### config.mk
export PLATFORM = sky130hd
export DESIGN_NAME = visualizador_suma
export DESIGN_NICKNAME = d
export VERILOG_FILES = /design/src/rtl/visualizador_suma.sv
export SDC_FILE = /design/constraint.sdc
export NUM_CORES = 1
export LEC_CHECK = 0
export BUFFER_PORTS_ARGS = -buffer_cell sky130_fd_sc_hd__buf_4
export CAP_MARGIN = 10
export CORE_UTILIZATION = 45
export DETAILED_ROUTE_END_ITERATION = 6
export PLACE_DENSITY = 0.77
export SETUP_SLACK_MARGIN = 0.5
export SYNTH_ARGS = -nofsm -noshare
export SYNTH_HDL_FRONTEND = slang
export SYNTH_SLANG_ARGS = --single-unit
### constraint.sdc
create_clock -name clk -period 5.5 [get_ports clk]
set_clock_uncertainty 0.15 [all_clocks]
set_input_delay 1.1 -clock clk [delete_from_list [all_inputs] [get_ports clk]]
set_output_delay 1.1 -clock clk [all_outputs]
set_load 0.05 [all_outputs]
### src/rtl/visualizador_suma.sv
// Purpose : captures a 5-bit adder result {co,zi} and shows it on two multiplexed 7-segment digits.
// Latency : a capture is visible on valor/listo the cycle after cargar; the display follows the registered value.
// Backpressure: none; cargar is accepted on every clock and simply overwrites the held value.
//
// Ports:
//   clk, rst      - single clock, synchronous active-high reset
//   zi, co        - sum bits and carry-out from the upstream adder (weight of co is 16)
//   cargar        - capture strobe, level-sampled each clock
//   valor, listo  - held value 0..31 and "something has been captured since reset"
//   sseg, an      - active-low segments {g,f,e,d,c,b,a} and active-low anodes (an[0] units, an[1] tens)
module visualizador_suma #(
    parameter int DIV = 50000
) (
    input  logic       clk,
    input  logic       rst,
    input  logic [3:0] zi,
    input  logic       co,
    input  logic       cargar,
    output logic [4:0] valor,
    output logic       listo,
    output logic [6:0] sseg,
    output logic [3:0] an
);

    localparam int            CW       = (DIV > 1) ? $clog2(DIV) : 1;
    localparam logic [CW-1:0] CNT_LAST = CW'(DIV - 1);

    typedef enum logic [1:0] {
        BLANK  = 2'd0,
        SCAN_U = 2'd1,
        SCAN_D = 2'd2
    } state_t;

    state_t        state_q, state_d;
    logic [CW-1:0] cnt_q, cnt_d;
    logic [4:0]    valor_q, valor_d;
    logic          listo_q, listo_d;
    logic          tick;

    // One-cycle strobe at the end of each digit slot.
    assign tick = (cnt_q == CNT_LAST);

    always_comb begin
        state_d = state_q;
        cnt_d   = cnt_q;
        valor_d = valor_q;
        listo_d = listo_q;

        // Capture is independent of the scan; while scanning it never disturbs the slot timing.
        if (cargar) begin
            valor_d = {co, zi};
            listo_d = 1'b1;
        end

        case (state_q)
            BLANK: begin
                // Prescaler parked at 0 so the first units slot after a load is a full DIV cycles.
                cnt_d = '0;
                if (cargar) begin
                    state_d = SCAN_U;
                end
            end
            SCAN_U: begin
                cnt_d = tick ? '0 : cnt_q + 1'b1;
                if (tick) begin
                    state_d = SCAN_D;
                end
            end
            SCAN_D: begin
                cnt_d = tick ? '0 : cnt_q + 1'b1;
                if (tick) begin
                    state_d = SCAN_U;
                end
            end
            default: begin
                state_d = BLANK;
                cnt_d   = '0;
            end
        endcase
    end

    always_ff @(posedge clk) begin
        if (rst) begin
            state_q <= BLANK;
            cnt_q   <= '0;
            valor_q <= '0;
            listo_q <= 1'b0;
        end else begin
            state_q <= state_d;
            cnt_q   <= cnt_d;
            valor_q <= valor_d;
            listo_q <= listo_d;
        end
    end

    // Decimal split of 0..31 without a divider: tens is at most 3.
    logic [1:0] tens;
    logic [4:0] units;

    always_comb begin
        if (valor_q >= 5'd30) begin
            tens = 2'd3;
        end else if (valor_q >= 5'd20) begin
            tens = 2'd2;
        end else if (valor_q >= 5'd10) begin
            tens = 2'd1;
        end else begin
            tens = 2'd0;
        end
        units = valor_q - 5'(tens) * 5'd10;
    end

    function automatic logic [6:0] seg7(input logic [4:0] digit);
        case (digit)
            5'd0:    seg7 = 7'b1000000;
            5'd1:    seg7 = 7'b1111001;
            5'd2:    seg7 = 7'b0100100;
            5'd3:    seg7 = 7'b0110000;
            5'd4:    seg7 = 7'b0011001;
            5'd5:    seg7 = 7'b0010010;
            5'd6:    seg7 = 7'b0000010;
            5'd7:    seg7 = 7'b1111000;
            5'd8:    seg7 = 7'b0000000;
            5'd9:    seg7 = 7'b0010000;
            default: seg7 = 7'b1111111;
        endcase
    endfunction

    // Display driven only from registered state and value, so no input reaches sseg/an combinationally.
    always_comb begin
        an   = 4'b1111;
        sseg = 7'b1111111;
        case (state_q)
            SCAN_U: begin
                an   = 4'b1110;
                sseg = seg7(units);
            end
            SCAN_D: begin
                // Leading zero on the tens digit is blanked rather than shown.
                if (tens != 2'd0) begin
                    an   = 4'b1101;
                    sseg = seg7(5'(tens));
                end
            end
            default: begin
                an   = 4'b1111;
                sseg = 7'b1111111;
            end
        endcase
    end

    assign valor = valor_q;
    assign listo = listo_q;

endmodule

# Yosys cells after proc, flatten, opt, wreduce, memory -nomap -nowiden

Memories as Yosys holds them, arrays and structs flattened.
Index checks and enable logic that the tools add are counted.

Flip-flop bits (word level): 24
Input bits: 8
Memories: 1
Bits in read-only memories: 112

Multiply operators: 1
$lt $le $gt $ge: 3
Bitwise operators: 1
Equal/unequal tests: 9
Add/sub/neg operators: 2
Reductions and logical operators: 6
Mux-type cells: 13

Memories:

| memory           | words | width | read ports | clocked after memory_dff | write ports | RTL line | RTL |
|---|---|---|---|---|---|---|---|
| (name not given) | 16    | 7     | 1          | 0                        | 0           | 114      | `case (digit)` |

Operators with widths:

| cell                                                              | count |
|---|---|
| case mux 7 bit (4 select lines)                                   | 1 |
| adder 16 x 1 -> 16 bit, second input constant                     | 1 |
| equality test 16 bit, second input constant                       | 1 |
| 2-to-1 mux 7 bit                                                  | 2 |
| case mux 7 bit (2 select lines)                                   | 1 |
| 2-to-1 mux 2 bit                                                  | 6 |
| greater-or-equal comparator 5 bit, second input constant          | 2 |
| equality test 2 bit, second input constant                        | 3 |
| != test 2 bit, second input constant                              | 3 |
| case mux 2 bit (3 select lines)                                   | 1 |
| greater-or-equal comparator 5 x 4 -> 1 bit, second input constant | 1 |
| subtractor 5 bit                                                  | 1 |
| equality test 2 x 1 -> 1 bit, second input constant               | 2 |
| logical NOT 2 bit                                                 | 2 |
| multiplier 2 x 3 -> 4 bit, second input constant                  | 1 |
| case mux 2 bit (2 select lines)                                   | 1 |
| AND reduction 3 bit                                               | 1 |
| OR reduction 3 bit                                                | 1 |
| nonzero test 2 bit                                                | 1 |
| OR reduction 2 bit                                                | 1 |
| 2-to-1 mux 1 bit                                                  | 1 |
| NOT 1 bit                                                         | 1 |

# Logic depth before layout (Yosys ltp)

Gate-level depths: netlist of the first run.
An unclocked memory read counts as a cell.

Depth in word-level cells: 9
Gate-level depth with buffers: 12
Gate-level depth less buffers: 11

# Worst setup path before layout of the first run

Ideal clock, no wire load.

Kind: flip-flop to output port
Start point: register valor_q[2] (netlist: valor[2])
End point: output port sseg[4]
Setup slack: 1264 ps
Data required time: 4250 ps
Arrival: 2986 ps
Stages on the path, launching flop included: 12
Path buffers: 2
Path through: dfxtp_1 clkbuf_1 nor3b_1 a21oi_1 inv_1 ha_1 fa_1 clkbuf_1 nor2_1 a21oi_1 o21ai_0 a221o_1

Longest elaborated chain between the ends: 9

RTL lines:

| element                                    | RTL line | RTL |
|---|---|---|
| from (decl)                                | 36       | `logic [4:0] valor_q, valor_d;` |
| from (signal assigned)                     | 91       | `valor_q <= valor_d;` |
| greater-or-equal comparator 5 x 4 -> 1 bit | 105      | `end else if (valor_q >= 5'd10) begin` |
| 2-to-1 mux 1 bit                           | 105      |  |
| 2-to-1 mux 2 bit                           | 103      | `end else if (valor_q >= 5'd20) begin` |
| 2-to-1 mux 2 bit                           | 101      | `if (valor_q >= 5'd30) begin` |
| multiplier 2 x 3 -> 4 bit                  | 110      | `units = valor_q - 5'(tens) * 5'd10;` |
| subtractor 5 bit                           | 110      |  |
| memory (16 x 7 bit)                        | -        |  |
| 2-to-1 mux 7 bit                           | 114      |  |
| case mux 7 bit (2 select lines) *          | 133      | `case (state_q)` |
| to (decl)                                  | 21       | `output logic [6:0] sseg,` |

Every way passes the cells marked *; elsewhere a longest branch is shown, timed or not. The select of a mux whose other input is x is not followed.

# Final worst setup path of the first run

Start point: register valor_q[2] (netlist: valor[2])
End point: output port sseg[5]

The elaborated chain is that of the path after synthesis.

==> results.json, run 1 <==
{
  "slew_violations": 0,
  "synth-edff-count": 0,
  "synth.distinct_cells": 44,
  "use_met1_pct": 21.49,
  "cap_violations": 0,
  "cpMaxStageDelayCell": "fa_1",
  "switching_power_w": 0.0001710,
  "power.static_leakage_nw": 0.7167,
  "r2r_slack_ps": 3560,
  "grt_pass1_wl_mm": 4.933,
  "postRouteAntennaNets": 0,
  "die_x_um": 61.87,
  "wl_per_cell_um": 11.31,
  "synth_cells": 201,
  "peakVddDrop_mv": 0.1454,
  "grt_max_degree": 17,
  "dp_hpwl_mm": 2.311,
  "dieArea_um2": 3827,
  "start_util_pct": 47.58,
  "postCtsSetupBuffers": 0,
  "drt_wl_total_mm": 2.986,
  "numCtsBuffers": 3,
  "seq_area_frac_synth_pct": 29.79,
  "htree_num_levels": 1,
  "vias": 1346,
  "netlist_area_um2": 1613,
  "cell_internal_pwr_w": 0.0002631,
  "drtIter0Drc": 53,
  "drive_gt1_share_pct": 13.76,
  "netlist.top_cell.by_area": "dfxtp_1",
  "grt.total_usage_pct": 17.14,
  "grt_pass1_vias": 1207,
  "path_class": "register to output pin",
  "seqPwrFrac_pct": 42.7,
  "grt_use_met3_pct": 2.277,
  "overflow": 0,
  "path_cells": "nor2_1 -> o21ai_0 -> a21oi_1 -> inv_1 -> ha_1 -> fa_1 -> nand2_1 -> o21a_1 -> a21boi_0 -> or3_1 -> buf_4",
  "yosysWarnings": 0,
  "io_pins": 25,
  "viasPerCell": 5.098,
  "ctsHoldBuffers": 0,
  "clk_path_buf_depth": 2,
  "tritoncts": "built",
  "worstHoldPathType": "register to register",
  "drc": 0,
  "synth_ff_type": "dfxtp_1",
  "busiest_layer": "met2",
  "core_um2": 3390,
  "status": "finished clean",
  "power_frac_clock_pct": 17.0,
  "final_common_cell": "nor2_1",
  "cp_data_arrival_time_ps": 3170,
  "placementRows": 21,
  "cpPeakStageDelay_ps": 670,
  "synth.top_cell.area_share_pct": 29.79,
  "endpoint_kind": "output pin",
  "cts_num_sinks": 24,
  "period_minus_slack_ps": 4417,
  "cp_top_family": "adder cells",
  "antenna_found_initial": 0,
  "cts_root_buf": "clkbuf_4",
  "hold_viol_final": 0,
  "worstPathRequired_ps": 4250,
  "yosys-top-cells-area": "dfxtp_1, ha_1, nor2_1, xnor2_1, nand3_1",
  "fmax_mhz": 226.4,
  "gp_congestion": 0.7778,
  "swShare_pct": 39.39,
  "drt-pass1-iter-count": 4,
  "die_height_um": 61.87,
  "areaGrowthSynthToFinish_pct": 12.80,
  "cp_max_fo": 11,
  "combPwrFrac_pct": 40.4,
  "synth_area_per_cell_um2": 8.024,
  "dp_cells": 261,
  "nets": 243,
  "synthArstFlopShare_pct": 0,
  "final_cells": 264,
  "crit_buf_inv": 2,
  "cp-start-kind": "register",
  "fin_tns_setup_ps": 0,
  "rsz0062_at_grt": "false",
  "power.density_nw_per_um2": 238.6,
  "cts_resized": 0,
  "final_cell_mix": "nor2_1, dfxtp_1, buf_4, inv_1, nand2_1",
  "num_antenna_cells": 0,
  "final-setup-viol-count": 0,
  "insertion_delay_ps": 310,
  "clkTransAtPathRegs_ps": 110,
  "port_buffers": 22,
  "fin_crit_sh_pct": 80.31,
  "use_met2_pct": 30.26,
  "ys_ff_latch": 24
}
[power groups by stage]
stage	Sequential (W)	Combinational, W	Clock, W
final	0.000185	0.000175	0.0000736
after global routing	0.000187	0.000192	0.0000829
after CTS	0.000185	0.000177	0.0000773
after detailed placement	0.000189	0.000176	0
after global placement	0.000189	0.000175	0
after floorplan	0.000197	0.000127	0
[cell families after synthesis]
group | Yosys count | synth area share [%]
AO/OA/AOI/OAI | 25 | 10.24
XOR/XNOR | 16 | 8.689
adder cells (fa/ha/maj) | 15 | 12.10
buffers and inverters | 25 | 6.361
flip-flops | 24 | 29.79
multiplexers | 5 | 3.103
other | 1 | 0.2325
AND/OR/NAND/NOR | 90 | 29.48
[stage by stage]
stage / hold WS, ps / setup WS, ps / instance area (µm²) / total power, W / utilization, %
after floorplan: 279.5 / 1264 / 1617 / 0.0003241 / -
after global placement: 290.0 / 1580 / 1797 / 0.0003644 / 53.01
after detailed placement: 308.0 / 1442 / 1797 / 0.0003652 / 53.01
after CTS: 336.0 / 1080 / 1819 / 0.0004394 / 53.67
after global routing: 370.6 / 860.7 / 1819 / 0.0004620 / 53.67
final: 329.9 / 1083 / 1819 / 0.0004341 / 53.67
[per-layer routing]
layer,vias up,part of all wire (%)
met4,0,1.3
met3,5,3.8
met5,-,0
li1,721,-
met2,21,47
met1,599,48
[layout make-up]
class / instances / area, µm²
fillers: 334 / 1570
multi-input cells: 153 / 1033
flip-flops and latches: 24 / 480.5
repair buffers: 22 / 165.2
inverters: 16 / 60.06
well taps: 46 / 57.56
clock buffers: 3 / 22.52
[synthesized netlist by cell type, types with 3 or more instances]
| cell type | count |
|---|---|
| nor2_1 | 32 |
| dfxtp_1 | 24 |
| inv_1 | 16 |
| nand2_1 | 15 |
| ha_1 | 14 |
| nand3_1 | 13 |
| xnor2_1 | 13 |
| o21ai_0 | 8 |
| clkbuf_1 | 6 |
| a21oi_1 | 5 |
| mux2i_1 | 5 |
| nor4_1 | 4 |
| nand4_1 | 3 |
| nor2b_1 | 3 |
| nor3_1 | 3 |
| xor2_1 | 3 |
[worst paths after layout]
path / cells after the start / to / start
min reg2reg: 1 / cnt_q[0]$_SDFF_PP0_ / cnt_q[0]$_SDFF_PP0_
max: 11 / sseg[5] / valor[2]$_SDFFE_PP0P_
max reg2reg: 6 / state_q[0]$_SDFFE_PP0P_ / state_q[1]$_SDFFE_PP0P_
min: 1 / cnt_q[0]$_SDFF_PP0_ / cnt_q[0]$_SDFF_PP0_
[registers in the layout (all words and copies together), names as in the netlist]
register,cells
state_q,2
cnt_q,16
listo,1
valor,5
Power figures use the tool's default switching activity.
==> inputs of run 2 (changes only) <==
--- a/config.mk
+++ b/config.mk
@@ -9,7 +9,7 @@
 export CAP_MARGIN = 10
 export CORE_UTILIZATION = 45
 export DETAILED_ROUTE_END_ITERATION = 6
-export PLACE_DENSITY = 0.77
+export PLACE_DENSITY = 0.79
 export SETUP_SLACK_MARGIN = 0.5
 export SYNTH_ARGS = -nofsm -noshare
 export SYNTH_HDL_FRONTEND = slang
==> constraint.sdc (replaced) <==
create_clock -name clk -period 3.8 [get_ports clk]
set_clock_uncertainty 0.15 [all_clocks]
set_input_delay 0.76 -clock clk [delete_from_list [all_inputs] [get_ports clk]]
set_output_delay 0.76 -clock clk [all_outputs]
set_load 0.05 [all_outputs]
==> run 2 against run 1 <==
First-iteration DRC count up 140%; combinational power up 97%; sequential power up 45%; total power up 72%.
==> results.json, run 2 (synthesis gave the netlist of run 1 again) <==
{
  "insertion_delay_ps": 320,
  "regArea_um2": 495.5,
  "dieArea_um2": 3827,
  "die_x_um": 61.87,
  "crit_buf_inv": 3,
  "viasPerCell": 5.317,
  "status": "finished clean",
  "power.static_leakage_nw": 0.8620,
  "port_buffers": 22,
  "cp_data_arrival_time_ps": 2770,
  "peakVddDrop_mv": 0.2224,
  "cts_root_buf": "clkbuf_4",
  "r2r_slack_ps": 1880,
  "gp_congestion": 0.8013,
  "setup_ws_ps": 122.8,
  "worstPathRequired_ps": 2890,
  "cpPeakStageDelay_ps": 590,
  "clk_path_buf_depth": 2,
  "rr_startpoint": "state_q[1]$_SDFFE_PP0P_",
  "start_util_pct": 47.58,
  "wl_per_cell_um": 13.11,
  "drt-pass1-iter-count": 4,
  "rsz0062_at_grt": "true",
  "vias": 1494,
  "cp_max_fo": 5,
  "drive_gt1_share_pct": 31.91,
  "fmax_mhz": 271.9,
  "io_pins": 25,
  "grt.total_usage_pct": 20.37,
  "swShare_pct": 39.06,
  "core_um2": 3390,
  "fin_crit_sh_pct": 96.77,
  "endpoint_kind": "output pin",
  "period_minus_slack_ps": 3677,
  "path_cells": "nor2_4 -> o21ai_2 -> a21oi_2 -> inv_1 -> ha_2 -> fa_2 -> buf_6 -> nor2_2 -> a21oi_2 -> o21ai_1 -> a221o_2 -> buf_8",
  "grt_pass1_wl_mm": 5.796,
  "worst_path_most_repeated_cell": "a21oi_2",
  "areaGrowthSynthToFinish_pct": 32.04,
  "cp_top_family": "adder cells",
  "r2r_cells": 6,
  "largest_reg_flops": 16,
  "tightestPinTransition_ps": 553.9,
  "cts_num_sinks": 24,
  "dp_hpwl_mm": 2.331,
  "die_height_um": 61.87,
  "drtIter0Drc": 127,
  "max_flop_register": "cnt_q",
  "tritoncts": "built",
  "finalPower_w": 0.0007481,
  "cp.depth": 12,
  "overflow": 0,
  "multi_input_area_um2": 1141,
  "grt_pass1_vias": 1405,
  "ctsHoldBuffers": 0,
  "final_cell_mix": "nor2_1, buf_4, dfxtp_1, inv_1",
  "power_frac_clock_pct": 18.0,
  "switching_power_w": 0.0002922,
  "slew_violations": 0,
  "drc": 0,
  "worstHoldPathType": "register to register",
  "cpMaxStageDelayCell": "fa_2",
  "preCtsSetupSlack_ps": 339.9,
  "numCtsBuffers": 3,
  "drt_wl_total_mm": 3.685,
  "path_class": "register to output pin",
  "final-setup-viol-count": 0,
  "placementRows": 21,
  "cap_violations": 0,
  "wl_met1_mm": 1.624,
  "cell_internal_pwr_w": 0.0004559,
  "dr.max_layer_used": "met4",
  "wl_met3_um": 127,
  "relSlewSlack_pct": 62.74,
  "worst_hold_slack_ps": 320.1,
  "antenna_found_initial": 0,
  "postRouteAntennaNets": 0,
  "fin_tns_setup_ps": 0,
  "seqPwrFrac_pct": 35.9,
  "num_antenna_cells": 0,
  "cp-start-kind": "register",
  "wl_met2_mm": 1.854,
  "power.density_nw_per_um2": 351.3,
  "htree_num_levels": 1,
  "grt_max_degree": 17,
  "combPwrFrac_pct": 46.1,
  "nets": 259,
  "reg2reg_to": "state_q[0]$_SDFFE_PP0P_",
  "endpoint": "sseg[4]",
  "clkTransAtPathRegs_ps": 120,
  "fillers": 286,
  "crit_start": "valor[1]$_SDFFE_PP0P_",
  "hold_viol_final": 0
}
-- run 2: layer usage --
layer  up-vias  global-route usage, %
li1        755                      -
met1       695                  23.73
met2        37                  38.10
met3         7                  2.070
met4         0                  7.937
met5         -                      0
-- run 2: metrics by stage --
step / instance area [µm²] / utilization, % / std cells
floorplan: 1677 / - / 202
global placement: 1837 / 54.19 / 261
detailed placement: 1837 / 54.19 / 261
CTS: 2026 / 59.76 / 278
global route: 2130 / 62.83 / 281
finish: 2130 / 62.83 / 281
-- run 2: power by group through the flow --
stage	combinational, W	sequential, W	clock, W
floorplan	0.000199	0.000285	0
global placement	0.000264	0.000274	0
detailed placement	0.000264	0.000275	0
CTS	0.000310	0.000268	0.000136
global route	0.000369	0.000270	0.000145
finish	0.000345	0.000268	0.000135
-- run 2: how the worst min path moves through the flow --
stage	startpoint	to	slack, ps	depth (start not counted)
6_report	cnt_q[0]$_SDFF_PP0_	cnt_q[0]$_SDFF_PP0_	320	1
3_3_place_gp	cnt_q[0]$_SDFF_PP0_	cnt_q[0]$_SDFF_PP0_	290	1
5_1_grt	cnt_q[0]$_SDFF_PP0_	cnt_q[0]$_SDFF_PP0_	360	1
2_1_floorplan	cnt_q[0]$_SDFF_PP0_	cnt_q[0]$_SDFF_PP0_	280	1
4_1_cts	cnt_q[0]$_SDFF_PP0_	cnt_q[0]$_SDFF_PP0_	330	1
3_5_place_dp	cnt_q[0]$_SDFF_PP0_	cnt_q[0]$_SDFF_PP0_	300	1
-- run 2: cell type report --
type / instances / share of cell area, %
Timing Repair Buffer: 38 / 15.92
Multi-Input combinational cell: 153 / 53.58
Inverter: 16 / 2.820
Tap cell: 46 / 2.703
Clock buffer: 4 / 1.704
Sequential cell: 24 / 23.27
-- run 2: repair_timing --
item / in CTS / in global routing
endpoints found under the setup margin: 7 / 7
resized for setup: 20 / 21
endpoints found under the hold margin: 0 / 0
pin swaps: 8 / 7
buffers inserted: 13 / 3
-- run 2: worst reg2reg max path, stage by stage (launching register included) --
cell and delay (ps):
dfxtp_1 420, inv_1 100, ha_1 340, nor2_1 160, a41oi_1 70, or4_1 490
a21oi_1 140
